--- src/rtl/ex_branch_pipe.sv ---
// ex_branch_pipe: resolves branches/jumps and queues results in a show-ahead FIFO
`ifndef tagWidth
`define tagWidth 6
`endif
`ifndef newopWidth
`define newopWidth 4
`endif
`ifndef tagFree
`define tagFree {`tagWidth{1'b1}}
`endif
`ifndef BEQ
`define BEQ  4'd1
`define BNE  4'd2
`define BLT  4'd3
`define BGE  4'd4
`define BLTU 4'd5
`define BGEU 4'd6
`define JAL  4'd7
`define JALR 4'd8
`endif

module ex_branch_pipe #(
   parameter int DATA_W = 32,
   parameter int ADDR_W = 32,
   parameter int TAG_W  = `tagWidth,
   parameter int OP_W   = `newopWidth,
   parameter int DEPTH  = 4
)(
   input  logic              clk,
   input  logic              rst,
   input  logic              flush,
   input  logic              in_valid,
   output logic              in_ready,
   input  logic [OP_W-1:0]   in_op,
   input  logic [DATA_W-1:0] in_src1,
   input  logic [DATA_W-1:0] in_src2,
   input  logic [ADDR_W-1:0] in_pc,
   input  logic [DATA_W-1:0] in_offset,
   input  logic [ADDR_W-1:0] in_pred,
   input  logic [TAG_W-1:0]  in_tag,
   output logic              out_valid,
   input  logic              out_ready,
   output logic              out_taken,
   output logic [ADDR_W-1:0] out_target,
   output logic [DATA_W-1:0] out_link,
   output logic              out_mispredict,
   output logic [TAG_W-1:0]  out_tag
);
   localparam int PW = $clog2(DEPTH);

   logic [ADDR_W-1:0] pc4, br_tgt, jalr_tgt, tgt;
   logic [DATA_W-1:0] link;
   logic              taken, is_link, eq, lt, ltu;
   logic              push, pop;
   logic [PW-1:0]     wr_ptr_q, wr_ptr_d, rd_ptr_q, rd_ptr_d;
   logic [PW:0]       count_q, count_d;

   logic              taken_q  [DEPTH];
   logic [ADDR_W-1:0] target_q [DEPTH];
   logic [DATA_W-1:0] link_q   [DEPTH];
   logic              misp_q   [DEPTH];
   logic [TAG_W-1:0]  tag_q    [DEPTH];

   // Operand sums are truncated to the PC width so targets wrap modulo 2^ADDR_W
   assign pc4      = in_pc + ADDR_W'(4);
   assign br_tgt   = in_pc + in_offset[ADDR_W-1:0];
   assign jalr_tgt = (in_src1[ADDR_W-1:0] + in_offset[ADDR_W-1:0]) & ~ADDR_W'(1);
   assign eq       = in_src1 == in_src2;
   assign lt       = $signed(in_src1) < $signed(in_src2);
   assign ltu      = in_src1 < in_src2;

   // Decode direction and next PC; unknown opcodes fall through as not-taken
   always_comb begin
      taken   = 1'b0;
      is_link = 1'b0;
      case (in_op)
         OP_W'(`BEQ):  taken = eq;
         OP_W'(`BNE):  taken = !eq;
         OP_W'(`BLT):  taken = lt;
         OP_W'(`BGE):  taken = !lt;
         OP_W'(`BLTU): taken = ltu;
         OP_W'(`BGEU): taken = !ltu;
         OP_W'(`JAL), OP_W'(`JALR): begin
            taken   = 1'b1;
            is_link = 1'b1;
         end
         default: ;
      endcase
      tgt  = !taken ? pc4 : (in_op == OP_W'(`JALR)) ? jalr_tgt : br_tgt;
      link = is_link ? DATA_W'(pc4) : '0;
   end

   assign in_ready  = count_q != (PW+1)'(DEPTH);
   assign out_valid = count_q != '0;
   assign push      = in_valid & in_ready & ~flush;
   assign pop       = out_valid & out_ready & ~flush;

   // Flush wins over any same-cycle push or pop
   always_comb begin
      wr_ptr_d = flush ? '0 : push ? wr_ptr_q + PW'(1) : wr_ptr_q;
      rd_ptr_d = flush ? '0 : pop ? rd_ptr_q + PW'(1) : rd_ptr_q;
      count_d  = flush ? '0 : count_q + (PW+1)'(push) - (PW+1)'(pop);
   end

   // Queue pointers and occupancy
   always_ff @(posedge clk) begin
      if (rst) begin
         wr_ptr_q <= '0;
         rd_ptr_q <= '0;
         count_q  <= '0;
      end else begin
         wr_ptr_q <= wr_ptr_d;
         rd_ptr_q <= rd_ptr_d;
         count_q  <= count_d;
      end
   end

   // Result storage; contents only matter while counted as occupied
   always_ff @(posedge clk) begin
      if (push) begin
         taken_q[wr_ptr_q]  <= taken;
         target_q[wr_ptr_q] <= tgt;
         link_q[wr_ptr_q]   <= link;
         misp_q[wr_ptr_q]   <= tgt != in_pred;
         tag_q[wr_ptr_q]    <= in_tag;
      end
   end

   assign out_taken      = out_valid & taken_q[rd_ptr_q];
   assign out_target     = out_valid ? target_q[rd_ptr_q] : '0;
   assign out_link       = out_valid ? link_q[rd_ptr_q] : '0;
   assign out_mispredict = out_valid & misp_q[rd_ptr_q];
   assign out_tag        = out_valid ? tag_q[rd_ptr_q] : TAG_W'(`tagFree);

endmodule

--- config.mk ---
export PLATFORM = sky130hd
export DESIGN_NAME = ex_branch_pipe
export DESIGN_NICKNAME = d
export VERILOG_FILES = /design/src/rtl/ex_branch_pipe.sv
export SDC_FILE = /design/constraint.sdc
export NUM_CORES = 1
export LEC_CHECK = 0
export BUFFER_PORTS_ARGS = -buffer_cell sky130_fd_sc_hd__buf_2
export CAP_MARGIN = 25
export CELL_PAD_IN_SITES_DETAIL_PLACEMENT = 2
export CELL_PAD_IN_SITES_GLOBAL_PLACEMENT = 2
export CORE_MARGIN = 2
export CORE_UTILIZATION = 39
export DETAILED_ROUTE_END_ITERATION = 10
export GPL_TIMING_DRIVEN = 1
export MAX_ROUTING_LAYER = met4
export PLACE_DENSITY_LB_ADDON = 0.1
export RECOVER_POWER = 100
export REMOVE_ABC_BUFFERS = 1
export SKIP_CTS_REPAIR_TIMING = 1
export SLEW_MARGIN = 20
export SYNTH_ARGS = -nofsm -noshare
export SYNTH_HDL_FRONTEND = slang
export SYNTH_SLANG_ARGS = --single-unit
--- constraint.sdc ---
create_clock -name clk -period 5.6 [get_ports clk]
set_input_delay 0.56 -clock clk [delete_from_list [all_inputs] [get_ports clk]]
set_output_delay 0.56 -clock clk [all_outputs]
set_load 0.01 [all_outputs]
# Word-level counts from Yosys, hierarchy flattened
# Memories as Yosys holds them, arrays and structs flattened. A register that Yosys moved wholly into a read port is not among the register bits.
# Cells that the tools add are included.
# totals
reg_bits,7
mem_bits_rw,288
in_bits,175
wordCells,61
n_memories,5
# classes
n_addsub,7
order_cmp,2
eq_ne,11
muxes,20
bitwise,7
n_reduce_logical,6
# memory_table
name,words,word_bits,read_ports,rd_ports_with_merged_regs,wr,line_no,text
link_q,4,32,1,1,1,60,logic [DATA_W-1:0] link_q [DEPTH];
target_q,4,32,1,1,1,59,logic [ADDR_W-1:0] target_q [DEPTH];
tag_q,4,6,1,1,1,62,logic [TAG_W-1:0] tag_q [DEPTH];
misp_q,4,1,1,1,1,61,logic misp_q [DEPTH];
taken_q,4,1,1,1,1,58,logic taken_q [DEPTH];
# op_table
op,count
$mux 32,5
$add 32x32->32,2
$lt 32x32->1,2
$add 32x3->32 const B,1
$eq 32x32->1,1
$ne 32x32->1,1
$mux 2,10
$eq 4x3->1 const B,4
$eq 4x2->1 const B,2
$pmux 1 s7,1
$and 1x1->1,6
$mux 6,1
$add 2x1->2 const B,2
$eq 4x1->1 const B,1
$eq 4x4->1 const B,1
$reduce_or 2->1,2
$add 3x1->3,1
$logic_not 1->1,3
$mux 1,3
$ne 3x3->1 const B,1
$reduce_bool 3->1,1
$sub 3x1->3,1
$not 1->1,1

# Longest topological paths before layout
# Gate-level depths: netlist of run 1.
# depth
depth_word,5
ltp_mapped,18
depth_no_buf,15

# Worst setup path after synthesis of run 1
# Ideal clock, no wire load.
# synth_timing
kind,input to register
start,input in_src2[13]
end,"memory misp_q[0], data pin"
setup_ps,292
arrival_ps,3848
required_ps,5308
slack_ps,1459
path_stages,16
n_path_buf,1
cell_sequence,inv_1 > ha_1 > a21o_1 > a21o_1 > a2111o_1 > o31a_1 > o211a_1 > or2_1 > buf_6 > nor2_8 > inv_4 > mux2_4 > a2111oi_4 > nand4_1 > nor4_1 > nand4b_1
# synth_between
elab_chain_len,5
elab_cells_between_ends,9
classes_between,order compare (2); eq/ne (2); mux (2); reduce/logical (3)
# synth_lines
element,line_no,text
"start, declared",36,"input logic [DATA_W-1:0] in_src2,"
$lt 32x32->1 (tied with other cells),70,assign ltu = in_src1 < in_src2;
"$logic_not 1->1, on equally long branches","82, 78, 80",
$pmux 1 s7 *,76,case (in_op)
$mux 32 *,89,tgt = !taken ? pc4 : (in_op == OP_W'(`JALR)) ? jalr_tgt : br_tgt;
$ne 32x32->1 *,124,misp_q[wr_ptr_q] <= tgt != in_pred;
"end, declared",61,
# Mark *: on every way between the ends. The rest lies on a longest branch, timed or not.

# Worst setup path after layout of run 1
# layout_timing
start,input in_src1[15]
end,"memory misp_q[2], data pin"
# layout_between
elab_chain_len,5
elab_cells_between_ends,11
classes_between,add/sub (1); order compare (2); eq/ne (2); mux (3); reduce/logical (3)
# layout_lines
element,line_no,text
"start, declared",35,"input logic [DATA_W-1:0] in_src1,"
$lt 32x32->1 (tied with other cells),70,
"$logic_not 1->1, on equally long branches","82, 78, 80",
$pmux 1 s7,76,
$mux 32 *,89,
net tgt[28],51,"logic [ADDR_W-1:0] pc4, br_tgt, jalr_tgt, tgt;"
$ne 32x32->1 *,124,
# The timed path passes the listed nets; every way through them passes the cells marked *.

==> reports/results.txt, run 1 <==
Initial core utilization: 0.3940
Status: finished, violations left
Number of global-route vias before repair: 15,080
Gate Count Post-Synth: 1,477
Max-cap violations: 8
Leak: 0.007761 uW
I/O Buffers: 248
Clock Path Buffers: 3
Initial antenna violation count: 6
CP Capture Type: flip-flop
Number of synthesized flops with an enable pin: 288
Synth Register Bits: 297
DRT antenna net count: 0
Synth area leader: edfxtp_1
CP Buf/Inv Count: 2
Largest net degree at the start of global routing: 67
Routed len/inst: 27.10 um
Area share of the leading cell type in the synthesized netlist: 0.4847
Core Area: 0.04528 mm2
I/O pin total: 249
Clock buffer count from CTS: 30
Synthesized area per cell: 12.08 um2
Worst hold path startpoint: in_tag[5]
Peak supply drop: 0.2159 mV
Clk_lat worst skew: 560 ps
Worst path cell trace: clkbuf_1 > ha_1 > nand4_1 > nor4_1 > a21boi_0 > o31a_1 > nor3_1 > or2_0 > nor2_8 > clkbuf_1 > mux2i_1 > a221oi_1 > nand4_1 > nor4_1 > nand4b_1
Req. time, crit path: 5820 ps
Crit path launch: in_src1[15]
Layout cells sized above 1: 0.2126
Main area contributors after synthesis: edfxtp_1, mux4_2, ha_1, and2_1, a21oi_1
Violated checks: capacitance limit, slew limit
Kind of start point of the critical path: input port
Fmax: 196.9 MHz
DR pass1 iterations: 5
Worst clock skew: 9.276 ps
Core Util, Final: 0.4595
Total track usage: 0.2779
Area Overhead vs Synth: 16.62%
Critical path arrival: 5300 ps
Total number of vias: 13,740
Final Hold Viols: 0
Cell variety after synth: 79
Die area: 0.04747 mm2
Root buf cell: clkbuf_16
RSZ-0062 raised after global routing: false
Register area share after synthesis: 0.4948
Die W: 217.9 um
Clk slew on worst S/H paths: 60 ps
Die Span Y: 217.9 um
CTS tree: yes
Total Wirelength: 64,170 um
Hold WC Path Type: input port to flip-flop
CP top delay family: simple AND/OR/NAND/NOR gates
Mapped Area: 0.01784 mm2
DP Area: 0.01990 mm2
Final HPWL from detailed placement: 49,860 um
Worst-Margin Slew: 2799 ps
Worst r2r src: count_q[1]
Htree depth: 1
Synth Flop Type: edfxtp_1
Final setup fails: 0
Design area: 0.02081 mm2
Critical path's largest stage delay: 530 ps
Pwr/cell area: 278.2 mW/mm2
GRT overflow: 0
Rows: 78
Final period util: 0.9070
Setup CP Type: input port to flip-flop
First-pass GRT wire length: 95,630 um
Yosys Warn Count: 0
Clock sinks: 297
Crit path max fanout: 13
Slew HR: -0.8660
Drt first-iter violations: 733
Setup TNS: 0 ps
DR vias/cell: 5.802
Ys async rst share: 0
Critical-path top delay cell: clkbuf_1
Min cycle time layout: 5079 ps
RD Place Congestion: 0.9211
DRC Markers: 0
Final Slew Violations: 287
Net count, final: 2,018
layout by cell type, fill, tap and decap left out, types with 22 or more instances in the layout:
master     count
edfxtp_1     288
buf_2        211
ha_1         100
nor2_1        98
nand2_1       91
a21oi_1       90
mux4_2        72
inv_1         64
clkbuf_1      55
o21ai_0       53
and2_0        48
xnor2_1       48
xor2_1        48
and2_1        39
nand3_1       37
clkbuf_16     31
mux2i_1       28
a21o_1        26
nand4_1       25
nor3_1        22
cell type report:
class / instances / area [um2]
clock inverter: 14 / 185.2
antenna: 4 / 10.01
inverter: 65 / 246.5
tap: 600 / 750.7
multi-input combinational: 1066 / 8572
fill: 4705 / 24480
sequential: 297 / 8828
clock buffer: 42 / 817.0
timing repair buffer: 280 / 1396
synth_stat cells (all sizes together) (5+ instances only):
library cell and instances:
or3 6, o221ai 6, a31oi 8, o21ai 55, a2111oi 5, nor2 99
a21oi 90, a211oi 20, nand3 37, o21bai 7, or2 12, inv 65
clkbuf 33, o211a 6, a21o 26, xnor2 48, and2 87, nor4b 6
ha 100, a22oi 5, and3 14, xor2 48, nor2b 11, buf 16
o211ai 18, a221oi 7, mux2i 28, a21boi 9, edfxtp 288, nand2 91
o22ai 5, o31ai 6, nor3b 6, nand4 25, nand2b 9, mux4 72
nor4 10, o21a 6, nor3 22, dfxtp 9
power breakdown:
group	internal, uW	switching (uW)	total, uW
registers	2520	16.2	2540
logic	432	777	1210
clock network	1200	837	2040
layer usage:
metal	GRT usage	vias up	share of wire
met5	-	-	0
met4	0.07687	0	0.025
met3	0.02078	87	0.032
met2	0.4944	342	0.52
met1	0.3403	7085	0.42
li1	-	6225	-
cell families after synthesis:
kind of cell | after synthesis | synth area share
xor+xnor | 96 | 0.04713
fa+ha+maj | 103 | 0.07350
flops | 297 | 0.4948
buf+inv | 114 | 0.02483
simple gates | 448 | 0.1314
mux | 104 | 0.1093
compound gates | 315 | 0.1189
worst register-to-register path, cell delays in order, from the launching register on:
cell	delay, ps
dfxtp_1	430
nor2_1	60
nand2_1	100
nand2_1	120
nor2_1	270
and2_0	1830
clkbuf_2	1240
state kept, by name, summed over array words and instances (netlist names), named ones only:
name / count
taken_q: 4
misp_q: 4
tag_q: 24
wr_ptr_q: 2
link_q: 128
count_q: 3
rd_ptr_q: 2
target_q: 128
final timing paths:
kind	slack [ps]	cells after the start	endpoint
worst min register to register	560	2	wr_ptr_q[1]
worst min-delay path	290	1	tag_q[0][5]
worst max-delay path	520	15	misp_q[2]
worst max register to register	1090	6	misp_q[1]
per-stage QoR:
step	cells	hold slack, ps	power (uW)	worst slack, ps
global route	2368	293.8	6005	320.3
detailed placement	2308	543.5	3790	236.2
global placement	2308	490.7	3735	372.5
floorplan	1428	469.2	3283	53.61
finish	2368	292.6	5789	521.0
CTS	2364	213.9	5831	805.8
Power figures use the tool's default switching activity.
==> run 2: changes to the inputs <==
--- a/config.mk
+++ b/config.mk
@@ -13,8 +13,7 @@
 export CORE_UTILIZATION = 39
 export DETAILED_ROUTE_END_ITERATION = 10
-export GPL_TIMING_DRIVEN = 1
+export GPL_TIMING_DRIVEN = 0
 export MAX_ROUTING_LAYER = met4
 export PLACE_DENSITY_LB_ADDON = 0.1
-export RECOVER_POWER = 100
 export REMOVE_ABC_BUFFERS = 1
 export SKIP_CTS_REPAIR_TIMING = 1
==> constraint.sdc (replaced) <==
create_clock -name clk -period 5.6 [get_ports clk]
set_input_delay 1.68 -clock clk [delete_from_list [all_inputs] [get_ports clk]]
set_output_delay 1.68 -clock clk [all_outputs]
set_load 0.01 [all_outputs]
==> reports/results.txt, run 2 (synthesis results as in run 1) <==
Status: finished clean
Die Span Y: 217.9 um (unchanged)
Clock sinks: 297 (unchanged)
Total Wirelength: 66,630 um (+3.8%)
Fmax: 179.2 MHz (-9.0%)
Routed len/inst: 27.92 um (+3.1%)
Initial antenna violation count: 12 (+6)
GRT overflow: 0 (unchanged)
Clk slew on worst S/H paths: 60 ps (about the same)
Final Slew Violations: 0 (-100%)
Kind of start point of the critical path: input port
Core Area: 0.04528 mm2 (unchanged)
Die W: 217.9 um (unchanged)
RD Place Congestion: 0.8997 (-2.3%)
Critical path arrival: 5810 ps (+510 ps)
Critical-path top delay cell: o41ai_1
CP Buf/Inv Count: 1 (-1)
Top routing layer in use: met4
Req. time, crit path: 5830 ps (about the same)
Clock Path Buffers: 3 (unchanged)
Max-cap violations: 0 (-8)
Initial core utilization: 0.3940 (unchanged)
M1 WL: 28,130 um (+4.8%)
Met3 wire length: 2590 um (+27%)
CP Capture Type: flip-flop
Crit path launch: in_pc[3]
Worst hold path startpoint: wr_ptr_q[1]
DRC Markers: 0 (unchanged)
Total number of vias: 14,020 (+2.0%)
I/O pin total: 249 (unchanged)
Min cycle time layout: 5580 ps (+501.1 ps)
Clk_lat worst skew: 560 ps (about the same)
Most common cell after layout, fill and taps aside: edfxtp_1
I/O Buffers: 248 (unchanged)
Most frequent cells in the layout: edfxtp_1, buf_2, ha_1, nor2_1, nand2_1
DR vias/cell: 5.874 (+1.2%)
Hold Slack: 551.4 ps (+258.9 ps)
Root buf cell: clkbuf_16
Crit path max fanout: 5 (-8)
Htree depth: 1 (unchanged)
Final HPWL from detailed placement: 48,600 um (-2.5%)
Die area: 0.04747 mm2 (unchanged)
DR WL met2: 33,590 um (-0.16%)
Setup TNS: 0 ps (unchanged)
Finished Layout Cells: 2,386 (+0.76%)
Number of global-route vias before repair: 14,900 (-1.2%)
Final setup fails: 0 (unchanged)
Critical path's largest stage delay: 530 ps (about the same)
Hold WC Path Type: flip-flop to flip-flop
Worst-Margin Slew: 897.7 ps (-1901 ps)
Rows: 78 (unchanged)
Peak supply drop: 0.2360 mV (+9.3%)
Clock buffer count from CTS: 31 (+3.3%)
Tot Pwr: 5818 uW (+0.50%)
Setup CP Type: input port to flip-flop
Worst clock skew: 7.796 ps (-1.480 ps)
DR pass1 iterations: 5 (unchanged)
Layout cells sized above 1: 0.2642 (+0.05164)
Slew HR: 0.3969 (+1.263)
Net count, final: 2,029 (+0.55%)
Largest net degree at the start of global routing: 46 (-31%)
Largest regs: link_q (128), target_q (128), tag_q (24)
Fill count: 4,579 (-2.7%)
Leak: 0.008135 uW (+4.8%)
First-pass GRT wire length: 95,930 um (+0.31%)
CP top delay family: compound AO/OA/AOI/OAI gates
Final Hold Viols: 0 (unchanged)
Drt first-iter violations: 874 (+19%)
Pwr/cell area: 271.4 mW/mm2 (-2.4%)
Worst r2r src: count_q[1]
Inst Count DP: 2,292 (-0.69%)
Area Overhead vs Synth: 20.14%
Total track usage: 0.2783 (+0.0003592)
DRT antenna net count: 0 (unchanged)
Worst path cell trace: buf_2 > ha_1 > a21o_1 > a21oi_1 > a21oi_1 > o41ai_1 > o31ai_1 > xor2_1 > o21ai_0 > nand2_1 > o21ai_0 > o22ai_1 > nor4b_1 > nand4b_1
CTS tree: yes
Final period util: 0.9964 (+0.08949)
-- run 2: changes by cell type in the layout (fill, tap and decap cells not counted), moves of 4 or more --
cell | before | now
clkbuf_1 | 55 | 4
and2_0 | 48 | 1
and2_1 | 39 | 82
buf_2 | 211 | 250
buf_16 | 0 | 9
clkinv_1 | 3 | 10
diode_2 | 4 | 11
mux2i_1 | 28 | 22
buf_12 | 0 | 5
clkbuf_2 | 5 | 0
and2_4 | 0 | 4
mux2i_2 | 0 | 4
-- run 2: path summary, 6_finish.rpt --
check             slack (ps)  cells past startpoint          end
setup / recovery          20                     14    misp_q[0]
hold / removal           550                      2  wr_ptr_q[1]
setup reg to reg        2720                     10   count_q[2]
hold reg to reg          550                      2  wr_ptr_q[1]
-- run 2: area by class of cell --
class | instances | area [um2] | share of cell area
inverters | 65 | 256.5 | 0.01197
repair buffers | 287 | 1772 | 0.08266
flip-flops and latches | 297 | 8836 | 0.4122
clock inverters | 22 | 166.4 | 0.007764
multi-input cells | 1068 | 8826 | 0.4118
clock buffers | 35 | 790.8 | 0.03689
diodes | 11 | 27.53 | 0.001284
repair inverters | 1 | 8.758 | 0.0004086
well taps | 600 | 750.7 | 0.03502
-- run 2: worst register-to-register path, stage by stage (launching register included) --
cell,delay [ps]
dfxtp_1,360
nor3_1,750
nor3b_1,270
ha_1,360
inv_1,60
ha_1,140
inv_1,50
fa_1,380
xor2_1,180
xnor2_1,140
nor2_1,70
-- run 2: metrics by stage --
step	util	cell area, um2	worst slack [ps]
finish	0.4733	21430	19.89
global route	0.4733	21430	-122.6
CTS	0.4627	20950	-1619
detailed placement	0.4416	20000	-2196
global placement	0.4336	19640	-7352
floorplan	-	17640	-1066
-- run 2: power breakdown --
part / internal [uW] / switching [uW]
Combinational: 476 / 815
Clock: 1110 / 884
Sequential: 2520 / 18.4
Total: 4100 / 1720
-- run 2: per-layer routing --
layer / track usage / up-vias
li1: - / 6265
met1: 0.3513 / 7199
met2: 0.4710 / 434
met3: 0.02455 / 118
met4: 0.09592 / 0
met5: - / -
